==> src/rtl/lcd_char_engine.sv <==
// lcd_char_engine: HD44780-style character LCD driver in 4-bit mode.
// Runs the power-on init sequence by itself, then serves one typed command
// at a time (character, raw instruction, cursor set, clear).
//
// Command handshake: a command transfers on a rising clk edge where
// cmd_valid & cmd_ready are both high. cmd_ready is high only while the
// engine is idle and drops on the cycle after a transfer. cmd_* are captured
// at the transfer edge, so the source may change them afterwards. cmd_valid
// is ignored while cmd_ready is low, and nothing is queued.
module lcd_char_engine #(
  parameter int         CLK_MHZ   = 50,
  parameter int         COLS      = 16,
  parameter int         LINES     = 2,
  parameter logic [7:0] ROW1_BASE = 8'h40
) (
  input  logic       clk,
  input  logic       reset,
  input  logic       cmd_valid,
  output logic       cmd_ready,
  input  logic [1:0] cmd_type,
  input  logic [7:0] cmd_data,
  input  logic       cmd_row,
  input  logic [5:0] cmd_col,
  output logic       init_done,
  output logic [3:0] SF_D,
  output logic       LCD_EN,
  output logic       LCD_RS,
  output logic       LCD_RW
);

  // All delays are in clock cycles: microseconds x CLK_MHZ.
  localparam int T_PWR   = 15000 * CLK_MHZ;
  localparam int T_4100  = 4100 * CLK_MHZ;
  localparam int T_100   = 100 * CLK_MHZ;
  localparam int T_40    = 40 * CLK_MHZ;
  localparam int T_1640  = 1640 * CLK_MHZ;
  localparam int T_GAP   = 1 * CLK_MHZ;
  // Enable pulse is at least 240 ns, never shorter than 12 cycles.
  localparam int STB_RAW = (24 * CLK_MHZ + 99) / 100;
  localparam int T_STB   = (STB_RAW > 12) ? STB_RAW : 12;
  localparam int DW      = $clog2(T_PWR + 1);
  localparam int NW      = $clog2(T_STB + 1);

  typedef enum logic [2:0] {
    S_PWR_WAIT,
    S_INIT_NIB,
    S_INIT_WAIT,
    S_BYTE_HI,
    S_BYTE_GAP,
    S_BYTE_LO,
    S_BYTE_POST,
    S_IDLE
  } top_state_t;

  typedef enum logic [1:0] {
    N_IDLE,
    N_SETUP,
    N_STROBE,
    N_HOLD
  } nib_state_t;

  top_state_t     state, state_nx;
  nib_state_t     nib_state, nib_nx;

  logic [DW-1:0]  dly_cnt;
  logic [DW-1:0]  dly_target;
  logic           dly_done;
  logic           in_wait;
  logic [NW-1:0]  nib_cnt;
  logic           nib_go;
  logic           nib_done;
  logic [3:0]     nib_data;
  logic           nib_rs;

  logic [1:0]     init_idx;
  logic [1:0]     cfg_idx;
  logic           in_cfg;
  logic [7:0]     xfer_byte;
  logic           xfer_rs;
  logic           post_long;

  logic           init_adv;
  logic           cfg_start;
  logic           cfg_adv;
  logic           cfg_finish;
  logic           cmd_accept;

  logic [6:0]     col_ext;
  logic [6:0]     col_clamp;
  logic           row_clamp;
  logic [6:0]     ddram_addr;
  logic [7:0]     cmd_byte;

  // Configuration bytes written after the nibble-mode wake-up.
  function automatic logic [7:0] cfg_byte(input logic [1:0] idx);
    case (idx)
      2'd0:    cfg_byte = 8'h28;
      2'd1:    cfg_byte = 8'h06;
      2'd2:    cfg_byte = 8'h0C;
      default: cfg_byte = 8'h01;
    endcase
  endfunction

  // Translate the incoming command into the byte that goes to the panel.
  always_comb begin
    col_ext    = {1'b0, cmd_col};
    col_clamp  = (col_ext >= 7'(COLS)) ? 7'(COLS - 1) : col_ext;
    row_clamp  = (LINES > 1) ? cmd_row : 1'b0;
    ddram_addr = (row_clamp ? ROW1_BASE[6:0] : 7'h00) + col_clamp;
    case (cmd_type)
      2'b00, 2'b01: cmd_byte = cmd_data;
      2'b10:        cmd_byte = {1'b1, ddram_addr};
      default:      cmd_byte = 8'h01;
    endcase
  end

  // Clear and return-home instructions need the long settle time.
  assign post_long = !xfer_rs && ((xfer_byte == 8'h01) || (xfer_byte == 8'h02));

  // Length of the current wait state, expressed as its final count value.
  always_comb begin
    dly_target = '0;
    case (state)
      S_PWR_WAIT:  dly_target = DW'(T_PWR - 1);
      S_INIT_WAIT: begin
        case (init_idx)
          2'd0:    dly_target = DW'(T_4100 - 1);
          2'd1:    dly_target = DW'(T_100 - 1);
          default: dly_target = DW'(T_40 - 1);
        endcase
      end
      S_BYTE_GAP:  dly_target = DW'(T_GAP - 1);
      S_BYTE_POST: dly_target = post_long ? DW'(T_1640 - 1) : DW'(T_40 - 1);
      default:     dly_target = '0;
    endcase
  end

  assign dly_done = (dly_cnt == dly_target);
  assign in_wait  = (state == S_PWR_WAIT) || (state == S_INIT_WAIT) ||
                    (state == S_BYTE_GAP) || (state == S_BYTE_POST);

  // Top state register plus the sequencing registers it steers.
  always_ff @(posedge clk) begin
    if (reset) begin
      state     <= S_PWR_WAIT;
      dly_cnt   <= '0;
      init_idx  <= 2'd0;
      cfg_idx   <= 2'd0;
      in_cfg    <= 1'b0;
      xfer_byte <= 8'h00;
      xfer_rs   <= 1'b0;
      init_done <= 1'b0;
    end else begin
      state <= state_nx;
      if (state_nx != state) begin
        dly_cnt <= '0;
      end else if (in_wait) begin
        dly_cnt <= dly_cnt + DW'(1);
      end
      if (init_adv) begin
        init_idx <= init_idx + 2'd1;
      end
      if (cfg_start) begin
        in_cfg    <= 1'b1;
        cfg_idx   <= 2'd0;
        xfer_byte <= cfg_byte(2'd0);
        xfer_rs   <= 1'b0;
      end
      if (cfg_adv) begin
        cfg_idx   <= cfg_idx + 2'd1;
        xfer_byte <= cfg_byte(cfg_idx + 2'd1);
      end
      if (cfg_finish) begin
        in_cfg    <= 1'b0;
        init_done <= 1'b1;
      end
      if (cmd_accept) begin
        xfer_byte <= cmd_byte;
        xfer_rs   <= (cmd_type == 2'b00);
      end
    end
  end

  // Top next-state logic and one-cycle sequencing strobes.
  always_comb begin
    state_nx   = state;
    init_adv   = 1'b0;
    cfg_start  = 1'b0;
    cfg_adv    = 1'b0;
    cfg_finish = 1'b0;
    cmd_accept = 1'b0;
    case (state)
      S_PWR_WAIT:  if (dly_done) state_nx = S_INIT_NIB;
      S_INIT_NIB:  if (nib_done) state_nx = S_INIT_WAIT;
      S_INIT_WAIT: begin
        if (dly_done) begin
          if (init_idx == 2'd3) begin
            state_nx  = S_BYTE_HI;
            cfg_start = 1'b1;
          end else begin
            state_nx = S_INIT_NIB;
            init_adv = 1'b1;
          end
        end
      end
      S_BYTE_HI:   if (nib_done) state_nx = S_BYTE_GAP;
      S_BYTE_GAP:  if (dly_done) state_nx = S_BYTE_LO;
      S_BYTE_LO:   if (nib_done) state_nx = S_BYTE_POST;
      S_BYTE_POST: begin
        if (dly_done) begin
          if (in_cfg && (cfg_idx != 2'd3)) begin
            state_nx = S_BYTE_HI;
            cfg_adv  = 1'b1;
          end else begin
            state_nx   = S_IDLE;
            cfg_finish = in_cfg;
          end
        end
      end
      S_IDLE: begin
        if (cmd_valid) begin
          state_nx   = S_BYTE_HI;
          cmd_accept = 1'b1;
        end
      end
      default: state_nx = S_PWR_WAIT;
    endcase
  end

  // Top outputs: ready flag and the nibble request for the shared writer.
  always_comb begin
    cmd_ready = (state == S_IDLE);
    nib_go    = 1'b0;
    nib_data  = 4'h0;
    nib_rs    = 1'b0;
    case (state)
      S_INIT_NIB: begin
        nib_go   = 1'b1;
        nib_data = (init_idx == 2'd3) ? 4'h2 : 4'h3;
      end
      S_BYTE_HI: begin
        nib_go   = 1'b1;
        nib_data = xfer_byte[7:4];
        nib_rs   = xfer_rs;
      end
      S_BYTE_LO: begin
        nib_go   = 1'b1;
        nib_data = xfer_byte[3:0];
        nib_rs   = xfer_rs;
      end
      default: ;
    endcase
  end

  // Nibble writer registers; data and RS are captured once per nibble so
  // they cannot move while EN is high.
  always_ff @(posedge clk) begin
    if (reset) begin
      nib_state <= N_IDLE;
      nib_cnt   <= '0;
      SF_D      <= 4'h0;
      LCD_RS    <= 1'b0;
    end else begin
      nib_state <= nib_nx;
      if (nib_nx != nib_state) begin
        nib_cnt <= '0;
      end else if ((nib_state == N_SETUP) || (nib_state == N_STROBE)) begin
        nib_cnt <= nib_cnt + NW'(1);
      end
      if ((nib_state == N_IDLE) && nib_go) begin
        SF_D   <= nib_data;
        LCD_RS <= nib_rs;
      end
    end
  end

  // Nibble writer sequencing: setup 2 cycles, strobe T_STB cycles, hold 1.
  always_comb begin
    nib_nx = nib_state;
    case (nib_state)
      N_IDLE:   if (nib_go) nib_nx = N_SETUP;
      N_SETUP:  if (nib_cnt == NW'(1)) nib_nx = N_STROBE;
      N_STROBE: if (nib_cnt == NW'(T_STB - 1)) nib_nx = N_HOLD;
      default:  nib_nx = N_IDLE;
    endcase
  end

  assign nib_done = (nib_state == N_HOLD);
  assign LCD_EN   = (nib_state == N_STROBE);
  assign LCD_RW   = 1'b0;

endmodule

==> config.mk <==
export PLATFORM = sky130hd
export DESIGN_NAME = lcd_char_engine
export DESIGN_NICKNAME = d
export VERILOG_FILES = /design/src/rtl/lcd_char_engine.sv
export SDC_FILE = /design/constraint.sdc
export NUM_CORES = 1
export LEC_CHECK = 0
export BUFFER_PORTS_ARGS = -buffer_cell sky130_fd_sc_hd__clkbuf_2
export CAP_MARGIN = 10
export CORE_UTILIZATION = 35
export CTS_BUF_LIST = sky130_fd_sc_hd__clkbuf_8
export CTS_CLUSTER_SIZE = 20
export DETAILED_ROUTE_END_ITERATION = 7
export PLACE_DENSITY_LB_ADDON = 0.2
export SKIP_CTS_REPAIR_TIMING = 1
export SLEW_MARGIN = 30
export SYNTH_ARGS = -nofsm -noshare
export SYNTH_HDL_FRONTEND = slang
export SYNTH_SLANG_ARGS = --single-unit
==> constraint.sdc <==
create_clock -name clk -period 3.3 [get_ports clk]
set_clock_uncertainty 0.05 [all_clocks]
set_input_delay 0.66 -clock clk [delete_from_list [all_inputs] [get_ports clk]]
set_output_delay 0.66 -clock clk [all_outputs]
set_load 0.01 [all_outputs]
==> impl_metrics.toml, run 1 <==
[place]
dpl.hpwl_um = 5560
io_buffers = 27
dp_cells = 510
place_ws_ns = 0.415
gp_congestion = 0.783
place_area_um2 = 3300

[critical_path]
crit_required_ns = 3.45
cpLargestDelayFamily = "simple AND/OR/NAND/NOR gates"
end_kind = "register"
worst-setup-path-type = "register to register"
r2r_end = "dly_cnt[1]"
crit_fanout = 20
arrival_ns = 3.06
r2r_cells = 10
max_stage_delay_ns = 0.40
path_cells = "inv_1 -> ha_1 -> or2_2 -> a211oi_1 -> xor2_1 -> nor4_2 -> nand3_1 -> o31ai_2 -> buf_4 -> nor2_1"
r2r_start = "init_idx[0]"
r2r_slack_ns = 0.39
slowest_stage = "dfxtp_1"
critPathLaunchType = "register"
worst-path-buf-inv = 2

[final_layout]
multi_input_area_um2 = 1920
final_cell_area_um2 = 3440
drive_gt1_frac = 0.136
register_area_um2 = 981
fillers = 893
n_antenna_cell = 0
syn_to_final_growth_pct = 12.3
final_core_util = 0.413
final_cells = 518
final_nets = 446

[synthesis]
synth_seq_area_share = 0.320
synth_warnings = 0
syn_area_per_cell_um2 = 7.92
synth_area_um2 = 3060
ys_ff_latch = 49
synth_edf_count = 0
ys.flop_type = "dfxtp_1"
yosysUniqueCellTypes = 58
yosys.area.top_type = "dfxtp_1"
synth_cells = 387
synth_common_cells = "nor2_1 (50), dfxtp_1 (49), nand2_1 (40)"
netlist.area_leader.share = 0.320
syn_nets = 421
synth-async-reset-ratio = 0
yosysMostFrequentCell = "nor2_1"
synth_top_cells_by_area = "dfxtp_1 (32%), nor2_1 (6.1%), ha_1 (5.7%)"

[timing]
period_share = 0.882
worst_pin_slew_ns = 0.676
rsz0062_at_grt = "no"
fin_crit_ns = 2.91
slew_violations = 0
tns_ns = 0
relSlewSlack = 0.548
fmax_mhz = 344
fin_ws_ns = 0.389
setup_viol = 0
finalHoldViolCount = 0

[floorplanning]
die_w_um = 95.6
dieArea_um2 = 9130
start_util = 0.367
ios = 29
fp-row-count = 33
die_h_um = 95.6
core_area_um2 = 8340

[min_path]
hp-class = "register to register"
hold_depth = 2
holdPathEnd = "init_done"
hold_start = "init_done"

[routing]
viasPerCell = 5.33
drtPass1Iterations = 4
drc = 0
ant_nets = 0
drt-total-wl_um = 7280
wl_per_cell_um = 14.1
first_iter_violations = 106
vias = 2759

[pwr]
power_density_nw_per_um2 = 346
p_comb_frac = 0.051
p_int_mw = 0.927
p_leak_nw = 1.33
seq_power_share = 0.506
switching_power_mw = 0.264
peakVddDrop_uv = 213
clkPwrFrac = 0.443
swShare = 0.222

[grt]
grt_max_degree = 26
grt.overflow.total = 0
grt_antenna_before_repair = 0
grt_pass1_wl_um = 12400
grt_pass1_vias = 2602
grtUsageTotal = 0.174

[clocking]
cts.sinks = 49
clock_path_buffers = 2
cts_tree = "done"
cts_made_buffers = 5
path_clk_slew_ns = 0.10
root_buffer = "clkbuf_8"
htree_levels = 2
clkLatencyLatePin_ns = 0.32

[outcome]
status = "finished, final reports clean"

[run]
drv_cap = 0
## worst register-to-register path, cell delays in order (launching register included)
cell	delay [ns]
dfxtp_1	0.40
inv_1	0.09
ha_1	0.26
or2_2	0.32
a211oi_1	0.27
xor2_1	0.12
nor4_2	0.36
nand3_1	0.32
o31ai_2	0.26
buf_4	0.28
nor2_1	0.08
## final cells by class
cell class / instances / area share
Clock buffer: 5 / 0.0200
Clock inverter: 3 / 0.0200
Inverter: 18 / 0.0196
Multi-Input combinational cell: 302 / 0.558
Sequential cell: 49 / 0.285
Tap cell: 105 / 0.0382
Timing Repair Buffer: 36 / 0.0589
## power groups by stage
stage	clock, mW	sequential (mW)	combinational (mW)
after global routing	0.569	0.604	0.0697
final	0.528	0.602	0.0607
after detailed placement	0	0.616	0.0614
after global placement	0	0.616	0.0603
after CTS	0.543	0.602	0.0616
after floorplan	0	0.615	0.0396
## metrics by stage
stage,hold WS (ns),power [mW]
after global routing,0.434,1.24
after CTS,0.407,1.21
after floorplan,0.398,0.654
final,0.404,1.19
after detailed placement,0.391,0.677
after global placement,0.389,0.676
## worst max-delay path by stage
stage	from	to	slack, ns	cells after the start
floorplan	init_idx[0]	init_idx[0]	0.65	10
global placement	init_idx[0]	dly_cnt[12]	0.55	10
detailed placement	init_idx[0]	dly_cnt[9]	0.41	10
CTS	init_idx[0]	dly_cnt[1]	0.38	10
global route	init_idx[0]	dly_cnt[4]	0.08	10
finish	init_idx[0]	dly_cnt[1]	0.39	10
## sequential cells by signal (all words and copies together) (netlist names), 2 cells and up
signal and flops:
dly_cnt 20, cfg_idx 2, xfer_byte 8, init_idx 2
SF_D 4, nib_state 2, nib_cnt 4, state 3
## per-layer routing
metal  up-vias  track usage  share of wire
li1       1420            -              -
met1      1272        0.227           0.49
met2        56        0.293           0.46
met3        11       0.0279          0.035
met4         0       0.0547          0.017
met5         -            0              0
## placed cells by master, fill, tap and decap left out, types with 3 or more instances in the layout
| cell type | n |
|---|---|
| nor2_1 | 50 |
| dfxtp_1 | 49 |
| nand2_1 | 40 |
| a21oi_1 | 29 |
| clkbuf_2 | 27 |
| inv_1 | 17 |
| xor2_1 | 16 |
| ha_1 | 14 |
| and3_1 | 13 |
| nor3_1 | 12 |
| xnor2_1 | 12 |
| nand3_1 | 11 |
| nand4_1 | 10 |
| o21ai_0 | 9 |
| buf_4 | 9 |
| nor2b_1 | 8 |
| a31oi_1 | 6 |
| and2_1 | 5 |
| clkbuf_8 | 5 |
| nand2b_1 | 4 |
| a211oi_1 | 4 |
| a31o_2 | 4 |
| mux2i_1 | 4 |
| a21boi_0 | 3 |
| o31ai_1 | 3 |
| o32ai_1 | 3 |
| a22o_1 | 3 |
| a41oi_1 | 3 |
## kinds of logic (layout without fill, tap and decap cells)
| kind of cell | Yosys count | count (layout) | synth area share |
|---|---|---|---|
| compound gates | 82 | 82 | 0.182 |
| xor+xnor | 28 | 28 | 0.0800 |
| fa+ha+maj | 14 | 14 | 0.0572 |
| buf+inv | 36 | 62 | 0.0531 |
| flops | 49 | 49 | 0.320 |
| mux | 6 | 6 | 0.0204 |
| other cells | 1 | 1 | 0.00122 |
| simple gates | 171 | 171 | 0.286 |
Note: power is estimated with default switching activity, not from simulation.
==> run 2, diff against run 1 <==
--- a/config.mk
+++ b/config.mk
@@ -5,6 +5,7 @@
 export SDC_FILE = /design/constraint.sdc
 export NUM_CORES = 1
 export LEC_CHECK = 0
+export ABC_AREA = 1
 export BUFFER_PORTS_ARGS = -buffer_cell sky130_fd_sc_hd__clkbuf_2
 export CAP_MARGIN = 10
 export CORE_UTILIZATION = 35
@@ -12,6 +13,7 @@
 export CTS_CLUSTER_SIZE = 20
 export DETAILED_ROUTE_END_ITERATION = 7
 export PLACE_DENSITY_LB_ADDON = 0.2
+export SETUP_SLACK_MARGIN = 0.4
 export SKIP_CTS_REPAIR_TIMING = 1
 export SLEW_MARGIN = 30
 export SYNTH_ARGS = -nofsm -noshare
==> impl_metrics.toml, run 2 <==
[outcome]
status = "finished, final reports clean"

[clocking]
clock_path_buffers = 2
cts_made_buffers = 5
cts.sinks = 49
htree_levels = 2
clkLatencyLatePin_ns = 0.30
path_clk_slew_ns = 0.10
root_buffer = "clkbuf_8"
cts_tree = "done"

[critical_path]
max_stage_delay_ns = 0.39
crit_required_ns = 3.45
slowest_stage = "dfxtp_2"
worst-path-buf-inv = 2
cpLargestDelayFamily = "simple AND/OR/NAND/NOR gates"
end_kind = "register"
path_cells = "inv_2 -> nand2_4 -> nor2_4 -> nand2_2 -> nand3_1 -> nand2_1 -> nor2_2 -> nand2_2 -> nor2_8 -> nand3_4 -> nand2_1 -> buf_4 -> nand2_1 -> nand2_1 -> nor2_1"
r2r_slack_ns = 0.71
crit_fanout = 21
crit_path_frequent_cell = "nand2_1"
critPathLaunchType = "register"
worst-setup-path-type = "register to register"
arrival_ns = 2.74

[pwr]
swShare = 0.244
p_leak_nw = 1.44
power_density_nw_per_um2 = 308
peakVddDrop_uv = 174
clkPwrFrac = 0.356
seq_power_share = 0.576
p_comb_frac = 0.068
switching_power_mw = 0.256
p_int_mw = 0.793

[final_layout]
multi_input_area_um2 = 1840
register_area_um2 = 982
final_cells = 585
final_cell_area_um2 = 3400
syn_to_final_growth_pct = 9.24
largest_reg_flops = 20
final_nets = 511
fillers = 955
mostFrequentLayoutCell = "nand2_1"
top_register = "dly_cnt"
reg_top3 = "dly_cnt x20, xfer_byte x8"
drive_gt1_frac = 0.126
n_antenna_cell = 0
final_cell_mix = "nand2_1 (104), inv_1 (52), dfxtp_1 (48), nor2_1 (48), nor3_1 (30)"

[place]
gp_congestion = 0.826
dp_cells = 578
dpl.hpwl_um = 5530
io_buffers = 27
place_ws_ns = 0.518
place_area_um2 = 3300

[floorplanning]
dieArea_um2 = 9280
core_area_um2 = 8680
die_h_um = 96.3
fp-row-count = 34
die_w_um = 96.3
start_util = 0.359
ios = 29

[synthesis]
synth_common_cells = "nand2_1 (105), inv_1 (52), dfxtp_1 (49)"
synth_seq_area_share = 0.315
synth_area_um2 = 3120
ys.flop_type = "dfxtp_1"
yosys.area.top_type = "dfxtp_1"
syn_area_per_cell_um2 = 6.86
syn_nets = 488
synth-async-reset-ratio = 0
yosysMostFrequentCell = "nand2_1"
synth_warnings = 0
netlist.area_leader.share = 0.315
synth_edf_count = 0
ys_ff_latch = 49
synth_cells = 454
synth_top_cells_by_area = "dfxtp_1 (31%), nand2_1 (13%), inv_1 (6.3%)"
yosysUniqueCellTypes = 41

[routing]
first_iter_violations = 105
ant_nets = 0
drt-total-wl_um = 7210
viasPerCell = 4.89
wl_per_cell_um = 12.3
drc = 0
vias = 2861
drtPass1Iterations = 4

[timing]
finalHoldViolCount = 0
setup_viol = 0
fin_ws_ns = 0.706
fmax_mhz = 386
worst_pin_slew_ns = 0.572
tns_ns = 0
slew_violations = 0
fin_crit_ns = 2.59
rsz0062_at_grt = "no"
relSlewSlack = 0.616
period_share = 0.786

[grt]
grt_max_degree = 22
grt.overflow.total = 0
grt_pass1_vias = 2665
grt_antenna_before_repair = 0
grtUsageTotal = 0.171
grt_pass1_wl_um = 12400

[run]
drv_cap = 0

[min_path]
hp-class = "register to register"
run 2: cell types whose count changed in the layout (fill, tap and decap cells not counted), sizes merged, moves of 5 or more:
cell,change
and2,-5
xnor2,-8
a31oi,-5
and3,-13
nor2b,-8
nand3,+16
nor3,+19
o211ai,+5
buf,-6
nand2,+71
nor2,+5
inv,+36
o21ai,+9
run 2: per-layer routing:
| layer | GRT usage | vias up | share of wire |
|---|---|---|---|
| met1 | 0.230 | 1278 | 0.51 |
| met3 | 0.0276 | 11 | 0.031 |
| met4 | 0.0515 | 0 | 0.012 |
| li1 | - | 1523 | - |
| met5 | 0 | - | 0 |
| met2 | 0.281 | 49 | 0.45 |
run 2: stage by stage:
| step | util | hold slack [ns] | total power [mW] |
|---|---|---|---|
| final | 0.392 | 0.406 | 1.05 |
| after global routing | 0.392 | 0.444 | 1.10 |
| after CTS | 0.391 | 0.410 | 1.07 |
| after detailed placement | 0.380 | 0.396 | 0.690 |
| after global placement | 0.380 | 0.393 | 0.689 |
| after floorplan | - | 0.393 | 0.666 |
run 2: final cells by class:
class                           count  share of cell area
Clock inverter                      1             0.00221
Multi-Input combinational cell    337               0.539
Timing Repair Buffer               30              0.0463
Sequential cell                    49               0.289
Clock buffer                        6              0.0243
Inverter                           54              0.0596
Tap cell                          108              0.0397
run 2: worst register-to-register path, cell delays in order, from the launching register on:
cell	delay, ns
dfxtp_2	0.39
inv_2	0.16
nand2_4	0.11
nor2_4	0.28
nand2_2	0.18
nand3_1	0.10
nand2_1	0.06
nor2_2	0.10
nand2_2	0.11
nor2_8	0.21
nand3_4	0.19
nand2_1	0.11
buf_4	0.26
nand2_1	0.08
nand2_1	0.06
nor2_1	0.05
run 2: logic make-up (layout without fill, tap and decap cells):
group / Yosys count / in the layout / share of synthesized area
buffers and inverters: 68 / 91 / 0.0992
flip-flops: 49 / 49 / 0.315
other: 1 / 1 / 0.00120
AO/OA/AOI/OAI: 62 / 62 / 0.118
adder cells (fa/ha/maj): 14 / 14 / 0.0562
AND/OR/NAND/NOR: 243 / 243 / 0.363
XOR/XNOR: 17 / 17 / 0.0478
run 2: worst paths after layout:
check / startpoint / end / cells after the start
setup / recovery: state[0] / xfer_byte[5] / 15
hold / removal: init_done / init_done / 2
setup reg to reg: state[0] / xfer_byte[5] / 15
hold reg to reg: init_done / init_done / 2
run 2: power groups by stage:
stage	clock network [mW]	logic (mW)	registers (mW)
2_1_floorplan	0	0.0489	0.617
3_3_place_gp	0	0.0710	0.618
3_5_place_dp	0	0.0719	0.618
4_1_cts	0.394	0.0723	0.605
5_1_grt	0.410	0.0843	0.606
6_report	0.373	0.0714	0.604
